`src/rtl/pwm_pkg.sv`:
```
// rtl/pwm_pkg.sv - shared constants and width helpers for the PWM controller
// Purpose: default parameter values, PWM period derivation and a clog2 helper
//          (minimum result 1) used by every module of the controller.
package pwm_pkg;

  localparam int DEF_N_CH      = 4;
  localparam int DEF_CW        = 7;
  localparam int DEF_DB_CYCLES = 500000;
  localparam int DEF_STEP      = 1;
  localparam int DEF_PRESC     = 1;

  // Counter counts 0..PERIOD-1, so a duty of PERIOD keeps the output high.
  function automatic int pwm_period(input int cw);
    return (1 << cw) - 1;
  endfunction

  // Bits needed to hold 0..n-1, never less than one bit.
  function automatic int pwm_clog2(input int n);
    int w;
    w = 1;
    while ((1 << w) < n) w++;
    return w;
  endfunction

endpackage

```
`src/rtl/btn_debounce.sv`:
```
// rtl/btn_debounce.sv - button synchroniser, debouncer and press pulse
// Purpose: two-flop synchroniser, stability counter and rising-edge pulse.
// Ports:
//   clk    in   system clock
//   rst_n  in   asynchronous active-low reset
//   btn    in   raw asynchronous button level
//   press  out  one-cycle pulse on each accepted 0->1 transition
module btn_debounce
  import pwm_pkg::*;
#(
  parameter int DB_CYCLES = DEF_DB_CYCLES
) (
  input  logic clk,
  input  logic rst_n,
  input  logic btn,
  output logic press
);

  localparam int DBW = pwm_clog2(DB_CYCLES + 1);

  logic           sync1;
  logic           sync2;
  logic           level;
  logic [DBW-1:0] stable_cnt;
  logic           differ;
  logic           accept;

  // The counter only runs while the synchronised level disagrees with the
  // accepted level; any return to agreement restarts it.
  assign differ = (sync2 != level);
  assign accept = differ && (stable_cnt == DBW'(DB_CYCLES - 1));

  always_ff @(posedge clk or negedge rst_n) begin
    if (!rst_n) begin
      sync1      <= 1'b0;
      sync2      <= 1'b0;
      level      <= 1'b0;
      stable_cnt <= '0;
      press      <= 1'b0;
    end else begin
      sync1 <= btn;
      sync2 <= sync1;
      press <= accept && sync2;
      if (!differ || accept) stable_cnt <= '0;
      else                   stable_cnt <= stable_cnt + DBW'(1);
      if (accept) level <= sync2;
    end
  end

endmodule

```
`src/rtl/pwm_multi_ctrl.sv`:
```
// rtl/pwm_multi_ctrl.sv - multi-channel PWM generator with button duty control
// Purpose: N_CH PWM channels sharing one period counter; three debounced
//          buttons raise/lower the selected channel's duty and step the selection.
// Ports:
//   clk        in   system clock
//   rst_i      in   asynchronous active-low reset
//   btn_up_i   in   raw button, raise duty of selected channel
//   btn_dn_i   in   raw button, lower duty of selected channel
//   btn_sel_i  in   raw button, advance selected channel
//   pwm_o      out  registered PWM outputs, bit k = channel k
//   duty_o     out  active (shadow) duty of the selected channel
//   chan_o     out  selected channel index
module pwm_multi_ctrl
  import pwm_pkg::*;
#(
  parameter int N_CH      = DEF_N_CH,
  parameter int CW        = DEF_CW,
  parameter int DB_CYCLES = DEF_DB_CYCLES,
  parameter int STEP      = DEF_STEP,
  parameter int PRESC     = DEF_PRESC
) (
  input  logic                       clk,
  input  logic                       rst_i,
  input  logic                       btn_up_i,
  input  logic                       btn_dn_i,
  input  logic                       btn_sel_i,
  output logic [N_CH-1:0]            pwm_o,
  output logic [CW-1:0]              duty_o,
  output logic [pwm_clog2(N_CH)-1:0] chan_o
);

  localparam int PERIOD = pwm_period(CW);
  localparam int CHW    = pwm_clog2(N_CH);
  localparam int PW     = pwm_clog2(PRESC);

  logic           up_p;
  logic           dn_p;
  logic           sel_p;
  logic [PW-1:0]  presc_cnt;
  logic           tick;
  logic           wrap;
  logic [CW-1:0]  cnt;
  logic [CHW-1:0] chan;
  logic [CW-1:0]  shadow_all [N_CH];

  btn_debounce #(.DB_CYCLES(DB_CYCLES)) u_db_up  (.clk(clk), .rst_n(rst_i), .btn(btn_up_i),  .press(up_p));
  btn_debounce #(.DB_CYCLES(DB_CYCLES)) u_db_dn  (.clk(clk), .rst_n(rst_i), .btn(btn_dn_i),  .press(dn_p));
  btn_debounce #(.DB_CYCLES(DB_CYCLES)) u_db_sel (.clk(clk), .rst_n(rst_i), .btn(btn_sel_i), .press(sel_p));

  assign tick = (presc_cnt == PW'(PRESC - 1));
  assign wrap = tick && (cnt == CW'(PERIOD - 1));

  always_ff @(posedge clk or negedge rst_i) begin
    if (!rst_i) begin
      presc_cnt <= '0;
      cnt       <= '0;
      chan      <= '0;
      duty_o    <= '0;
      chan_o    <= '0;
    end else begin
      presc_cnt <= tick ? '0 : presc_cnt + PW'(1);
      if (tick) cnt <= wrap ? '0 : cnt + CW'(1);
      // Duty logic below samples the old chan on this same edge.
      if (sel_p) chan <= (chan == CHW'(N_CH - 1)) ? '0 : chan + CHW'(1);
      duty_o <= shadow_all[chan];
      chan_o <= chan;
    end
  end

  for (genvar k = 0; k < N_CH; k++) begin : g_ch
    logic [CW-1:0] duty;
    logic [CW-1:0] shadow;
    logic          pwm_q;
    logic          here;
    logic [CW:0]   inc;

    assign here = (chan == CHW'(k));
    // One extra bit so the saturation test sees the carry.
    assign inc  = {1'b0, duty} + (CW+1)'(STEP);

    always_ff @(posedge clk or negedge rst_i) begin
      if (!rst_i) begin
        duty   <= '0;
        shadow <= '0;
        pwm_q  <= 1'b0;
      end else begin
        if (here && up_p && !dn_p)
          duty <= (inc > (CW+1)'(PERIOD)) ? CW'(PERIOD) : inc[CW-1:0];
        else if (here && dn_p && !up_p)
          duty <= ({1'b0, duty} < (CW+1)'(STEP)) ? '0 : duty - CW'(STEP);
        // Shadow only changes at the period boundary so an edit never
        // truncates or stretches the pulse already in progress.
        if (wrap) shadow <= duty;
        pwm_q <= (cnt < shadow);
      end
    end

    assign shadow_all[k] = shadow;
    assign pwm_o[k]      = pwm_q;
  end

endmodule

```
`config.mk`:
```
export PLATFORM = sky130hd
export DESIGN_NAME = pwm_multi_ctrl
export DESIGN_NICKNAME = d
export VERILOG_FILES = /design/src/rtl/pwm_pkg.sv /design/src/rtl/btn_debounce.sv /design/src/rtl/pwm_multi_ctrl.sv
export SDC_FILE = /design/constraint.sdc
export NUM_CORES = 1
export LEC_CHECK = 0
export ABC_CLOCK_PERIOD_IN_PS = 2300
export BUFFER_PORTS_ARGS = -buffer_cell sky130_fd_sc_hd__clkbuf_2
export CORE_MARGIN = 4
export CORE_UTILIZATION = 57
export DETAILED_ROUTE_END_ITERATION = 12
export GPL_TIMING_DRIVEN = 1
export PLACE_DENSITY = 0.86
export SYNTH_ARGS = -nofsm -noshare
export SYNTH_HDL_FRONTEND = slang
export SYNTH_SLANG_ARGS = --single-unit
```
`constraint.sdc`:
```
create_clock -name clk -period 2.3 [get_ports clk]
set_input_delay 0.23 -clock clk [delete_from_list [all_inputs] [get_ports clk]]
set_output_delay 0.23 -clock clk [all_outputs]
set_load 0.02 [all_outputs]
```
# Word-level counts from Yosys, hierarchy flattened
# Cells that the tools add are included.
dict set report totals {
  output_inout_bits 13
  inputBits 5
  regBits 148
  wordCells 132
}
dict set report classes {
  n_addsub 14
  reduce_logical 36
  eq_ne 10
  n_bitwise 2
  n_lt_le_gt_ge 13
  mux 25
}
# operator count
set op_table {}
lappend op_table {{2-to-1 mux 7 bit} 19}
lappend op_table {{adder 19 x 1 -> 19 bit (second input constant)} 3}
lappend op_table {{equality test 19 bit (second input constant)} 3}
lappend op_table {{2-to-1 mux 19 bit} 3}
lappend op_table {{adder 7 x 1 -> 8 bit (second input constant)} 4}
lappend op_table {{> comparator 8 x 7 -> 1 bit (second input constant)} 4}
lappend op_table {{less-than comparator 7 x 1 -> 1 bit (second input constant)} 4}
lappend op_table {{less-than comparator 7 bit} 4}
lappend op_table {{subtractor 7 x 1 -> 7 bit (second input constant)} 4}
lappend op_table {{logical AND 1 bit} 23}
lappend op_table {{binary-select mux 7 bit (select 2 bit)} 1}
lappend op_table {{nonzero test 2 bit} 4}
lappend op_table {{adder 7 x 1 -> 7 bit (second input constant)} 1}
lappend op_table {{equality test 7 bit (second input constant)} 1}
lappend op_table {{logical NOT 1 bit} 5}
lappend op_table {{equality test 2 bit (second input constant)} 2}
lappend op_table {{greater-or-equal comparator 3 bit (second input constant)} 1}
lappend op_table {{logical OR 1 bit} 3}
lappend op_table {{!= test 1 bit} 3}
lappend op_table {{inverter 2 -> 3 bit} 1}
lappend op_table {{adder 2 x 1 -> 2 bit (second input constant)} 1}
lappend op_table {{equality test 2 x 1 -> 1 bit (second input constant)} 1}
lappend op_table {{logical NOT 2 bit} 1}
lappend op_table {{2-to-1 mux 2 bit} 1}
lappend op_table {{3 further kinds} 3}

# Logic depth before layout (Yosys ltp)
dict set report logic_depth {
  ltp_word 5
  depth_mapped 9
  mapped_depth_nobuf 7
}

# By module
# From an unflattened synthesis, not the netlist that was laid out.
dict set report hier_totals {
  cells_unflattened 865
  hier_area_um2 8356.8
}
# mod area_each_um2 seq_area_each_um2 cells_each instances
set by_module_without_submodules {}
lappend by_module_without_submodules {pwm_multi_ctrl 4986.0 1951.9 550 1}
lappend by_module_without_submodules {btn_debounce 1123.6 575.6 105 3}

# Least setup slack after synthesis
# Ideal clock, no wire load.
dict set report synth_timing {
  path_type {flip-flop to flip-flop}
  start {reg chan[0]}
  end {reg g_ch[0].duty[4]}
  arrival_time_ns 2.102
  period_less_slack_ns 2.206
  required_time_ns 2.196
  path_stages_with_launch 8
  setup_ns 0.104
  path_buffers 2
  path_slack_ns 0.094
  cell_sequence {dfrtp_1 clkbuf_1 inv_1 ha_1 clkbuf_1 a22o_1 or2_2 o311ai_1}
}
dict set report synth_via {
  elab_chain_len 4
  elab_cells_between_ends 7
  cone_classes {mux: 1; reduce/logical: 6}
}
# item line_no
set synth_rtl {}
lappend synth_rtl {{start: declaration} pwm_multi_ctrl.sv:43} ;# logic [CHW-1:0] chan;
lappend synth_rtl {{start signal: assignment} pwm_multi_ctrl.sv:64} ;# if (sel_p) chan <= (chan == CHW'(N_CH - 1)) ? '0 : chan + CHW'(1);
lappend synth_rtl {{logical NOT 2 bit (*)} pwm_multi_ctrl.sv:77} ;# assign here = (chan == CHW'(k));
lappend synth_rtl {{logical AND 1 bit (on tied branches) (2 in a row)} {pwm_multi_ctrl.sv:87, pwm_multi_ctrl.sv:89}}
lappend synth_rtl {{2-to-1 mux 7 bit / nonzero test 2 bit (equally long branches)} -}
lappend synth_rtl {{end signal: assignment} pwm_multi_ctrl.sv:88} ;# duty <= (inc > (CW+1)'(PERIOD)) ? CW'(PERIOD) : inc[CW-1:0];
lappend synth_rtl {{end signal: assignment} pwm_multi_ctrl.sv:90} ;# duty <= ({1'b0, duty} < (CW+1)'(STEP)) ? '0 : duty - CW'(STEP);
lappend synth_rtl {{end: declaration} pwm_multi_ctrl.sv:71} ;# logic [CW-1:0] duty;
# Mark *: on every way between the ends. The rest lies on a longest branch, timed or not.
# A chain may end at the register's enable or synchronous reset.

# Worst setup path after layout
dict set report layout_timing {
  start {reg u_db_up.stable_cnt[0]}
  end {reg u_db_up.stable_cnt[5]}
}
dict set report layout_via {
  elab_chain_len 4
  elab_cells_between_ends 5
  cone_classes {add/sub: 1; eq/ne: 1; mux: 1; reduce/logical: 2}
}
# item line_no
set layout_rtl {}
lappend layout_rtl {{start: declaration} btn_debounce.sv:24} ;# logic [DBW-1:0] stable_cnt;
lappend layout_rtl {{start signal: assignment} btn_debounce.sv:45} ;# else stable_cnt <= stable_cnt + DBW'(1);
lappend layout_rtl {{parallel branches: the longest is 3 deep, another holds adder 19 x 1 -> 19 bit} -}
lappend layout_rtl {{2-to-1 mux 19 bit (*)} btn_debounce.sv:44} ;# if (!differ || accept) stable_cnt <= '0;
# Every way passes the cells marked *.

==> results <==
- In this run the most critical hold path is launched from u_db_up.sync1.
- The startpoint type of the worst setup path is a flop.
- Along the worst path, the maximum fanout reaches 17.
- For the final routed database, the setup TNS stands at 0 ns.
- The worst reg2reg path startpoint is u_db_up.stable_cnt[0].
- STA puts the critical path data required time at 2.60 ns.
- In the finished design, the share of the clock period the worst path needs comes to 85.6%.
- The routed layout has 6198 vias.
- The run finished with clean final reports.
- Counting the buffers created by CTS gives 17.
- The maximum achievable frequency is 508 MHz.
- The clock network accounts for 50.7% of the total power.
- The antenna diode instance count is 0.
- The pin count of the biggest net entering global routing is 64.
- The post-layout minimum cycle time is 1.97 ns.
- After global routing the overflow that remains totals 0.
- The number of design rule violations left after detail routing is 0.
- TritonCTS built the clock tree.
- The worst pin sits at a relative slew slack of 49.7%.
- The count of final hold-check violations is 0.
- In the layout the commonest cells are sky130_fd_sc_hd__dfrtp_1, sky130_fd_sc_hd__nor2_1, sky130_fd_sc_hd__nand2_1.
- The initial core utilization is 58.2%.
- The fraction of synthesis flops using an asynchronous set or reset pin is 100%.
- For the worst setup path, the data arrival time is 2.27 ns.
- The number of port buffers is 17.
- The placeable core area is 0.0139 sq mm.
- The worst register-to-register path has a setup slack of 0.33 ns.
- The leakage power figure is 3.90 nW.
- The layout overhead on the synthesized area is 10.6%.
- In this run the power spent charging and discharging nets is 1.14 mW.
- The number of antenna violations at the first check in global routing is 0.
- The site row count is 43.
- The unique cell type count in the Yosys netlist is 76.
- The congestion estimate from routability-driven global placement came to 0.877.
- The setup slack after placement is 0.335 ns.
- The post-detailed-route count of antenna-violating nets is 0.
- The combinational share of power is 2.0%.
- The violation count after the first detailed-routing iteration is 486.
- Counting flops and latches in the post-synthesis netlist gives 147.
- The sink count of the clock tree is 147.
- For this run, the total global-route usage over all layers was measured as 21.7%.
- The count of cells in the finished layout, fillers not included, comes to 1047.
- The internal power of the cells totals 4.39 mW.
- Once detailed placement completed, the half-perimeter wirelength came to 11300 um.
- The final setup violation count is 0.
- The ratio of cells with drive above 1 in the final layout is 11.8%.
- The worst-case clock buffer depth is 2.
- The design draws 5.54 mW.
- The slew at the pin with the worst max-slew slack is 0.755 ns.
- The fraction of power spent switching nets is 20.6%.
- The power share of the sequential group is 47.3%.
- The post-synthesis cell area is 0.00812 sq mm.
- The final worst hold slack is 0.346 ns.
- The die outline area is 0.0162 sq mm.
- The count of TritonRoute iterations in the first routing pass is 6.
- The number of instances in the placed design is 1011.
- By area the synthesized netlist is led by sky130_fd_sc_hd__dfrtp_1, sky130_fd_sc_hd__ha_1, sky130_fd_sc_hd__xnor2_1.
- Setup repair after global routing left no endpoint under its margin.
- The die outline height is 127 um.
- The horizontal die dimension is 127 um.
- The finished cells cover 0.00898 sq mm.
- The leading cell type in the layout, fill and taps excluded is sky130_fd_sc_hd__dfrtp_1.
- The final-stage net count is 900.
- The worst hold path passes through 0 cells.
- The number of global-route vias before repair is 5927.
- For the worst flop-to-flop path, the logic depth is 6.
- STA classifies the critical path endpoint as a flop.
- The type of the most critical hold path is reg -> reg.
- In the final routed layout, each cell accounts on average for 15.9 um.
- In this run the clock root is driven by a sky130_fd_sc_hd__clkbuf_16.
- The standard cell area after detailed placement is 0.00834 sq mm.
- In this run, post-CTS repair resized a total of 0 instances.
- The max-slew violation count is 0.
- The predominant post-synthesis flop cell is sky130_fd_sc_hd__dfrtp_1.
- The endpoint of the worst hold path is u_db_up.sync2.
- The total setup buffers inserted after CTS is 0.
- The critical register-to-register path endpoint is u_db_up.stable_cnt[5].
- The number of enable-type register cells in the synthesized netlist is 0.
- The dominant cell type by area after synthesis is sky130_fd_sc_hd__dfrtp_1.
- The final layout contains routed wiring with a total length of 16600 um.
- After clock tree synthesis, the clock-pin slew on the worst setup and hold paths is 0.06 ns.
- The first-pass GRT wire length is 28400 um.
- The area share of the largest cell type after synthesis is 45.3%.
- Pin placement for this block handled 18 I/O pins.
- The worst path setup slack after routing is 0.330 ns.
- The H-tree generated during clock tree synthesis spans 4 levels.
- The power density over cell area is 617 mW/mm^2.
- Synthesis produced a netlist whose cell count is 845.
- The post-synthesis average cell area is 9.61 sq um.
- For the final database, setup skew stands at 0.0103 ns.
- The mean number of vias per cell is 5.92.
- The type of the setup path with the least slack is reg -> reg.
- For this run, the number of Yosys warnings is 0.
- The worst-case IR drop observed on VDD is 0.636 mV.
- Sequential cells were found to cover 45.3% of the synthesized design area.
- Max-cap violations in this run came to 0.
- For the worst-skew pair, the clock arrives at the later sink with an insertion delay of 0.43 ns.
- The synthesized netlist net count is 891.
- Cells fill 64.4% of the core in the end.
[power groups by stage]
stage                     registers, mW  logic, mW  clock network [mW]
after global routing               2.62      0.130                2.97
after global placement             2.67      0.108                   0
final                              2.62      0.110                2.81
after floorplan                    2.66     0.0425                   0
after detailed placement           2.67      0.110                   0
after CTS                          2.62      0.115                2.85
[worst max path at each step]
stage / from / to / depth (start not counted)
floorplan: chan[0] / g_ch[0].duty[4] / 7
global placement: u_db_up.stable_cnt[0] / u_db_up.stable_cnt[18] / 6
detailed placement: u_db_up.stable_cnt[0] / u_db_up.stable_cnt[6] / 6
CTS: u_db_up.stable_cnt[0] / u_db_up.stable_cnt[5] / 6
global route: u_db_dn.press / g_ch[3].duty[5] / 5
finish: u_db_up.stable_cnt[0] / u_db_up.stable_cnt[5] / 6
[cells by family after synthesis]
group / Yosys count / share of synthesized area [%]
AO/OA/AOI/OAI: 152 / 11.7
XOR/XNOR: 67 / 7.32
adder cells (fa/ha/maj): 41 / 6.32
buffers and inverters: 93 / 4.93
flip-flops: 147 / 45.3
multiplexers: 18 / 3.48
AND/OR/NAND/NOR: 327 / 20.9
[sequential cells by signal, indices dropped and copies added (netlist names), 2 cells and up]
name                 count
g_ch.duty               28
cnt                      7
g_ch.pwm_q               4
u_db_sel.stable_cnt     19
chan_o                   2
u_db_up.stable_cnt      19
chan                     2
g_ch.shadow             28
duty_o                   7
u_db_dn.stable_cnt      19
[worst max-delay path, stage by stage, from the launching register on]
cell and delay [ns]:
sky130_fd_sc_hd__dfrtp_1 0.39, sky130_fd_sc_hd__ha_1 0.25, sky130_fd_sc_hd__and4_4 0.28, sky130_fd_sc_hd__nand3_2 0.06
sky130_fd_sc_hd__or4_4 0.53, sky130_fd_sc_hd__nand2_4 0.24, sky130_fd_sc_hd__nor2_1 0.09
[what timing repair did]
| action | 4_1_cts | 5_1_grt |
|---|---|---|
| hold buffers | 4 | 0 |
| endpoints found under the hold margin | 64 | 0 |
| endpoints found under the setup margin | 0 | 0 |
[synthesized netlist by cell type, types with 19 or more instances]
cell and count:
sky130_fd_sc_hd__ha_1 41, sky130_fd_sc_hd__clkbuf_1 28, sky130_fd_sc_hd__nand2_1 72, sky130_fd_sc_hd__xnor2_1 39, sky130_fd_sc_hd__inv_1 49, sky130_fd_sc_hd__dfrtp_1 147, sky130_fd_sc_hd__o21ai_0 66, sky130_fd_sc_hd__nand3_1 39
sky130_fd_sc_hd__nand4_1 19, sky130_fd_sc_hd__a21oi_1 24, sky130_fd_sc_hd__nor2_1 85, sky130_fd_sc_hd__xor2_1 27
[layer usage]
metal,vias up,wire [um],track usage [%]
met5,-,0,0
met4,0,359,7.51
met3,35,851,5.02
met2,194,7970,34.7
met1,3014,7430,29.3
li1,2955,-,-
[final cells by class]
type | instances | area (sq um)
multi-input combinational | 605 | 4040
fill | 1049 | 4960
clock buffer | 23 | 468
clock inverter | 9 | 129
tap | 180 | 225
inverter | 49 | 184
sequential | 147 | 3680
timing repair buffer | 34 | 254
Power figures use the tool's default switching activity.
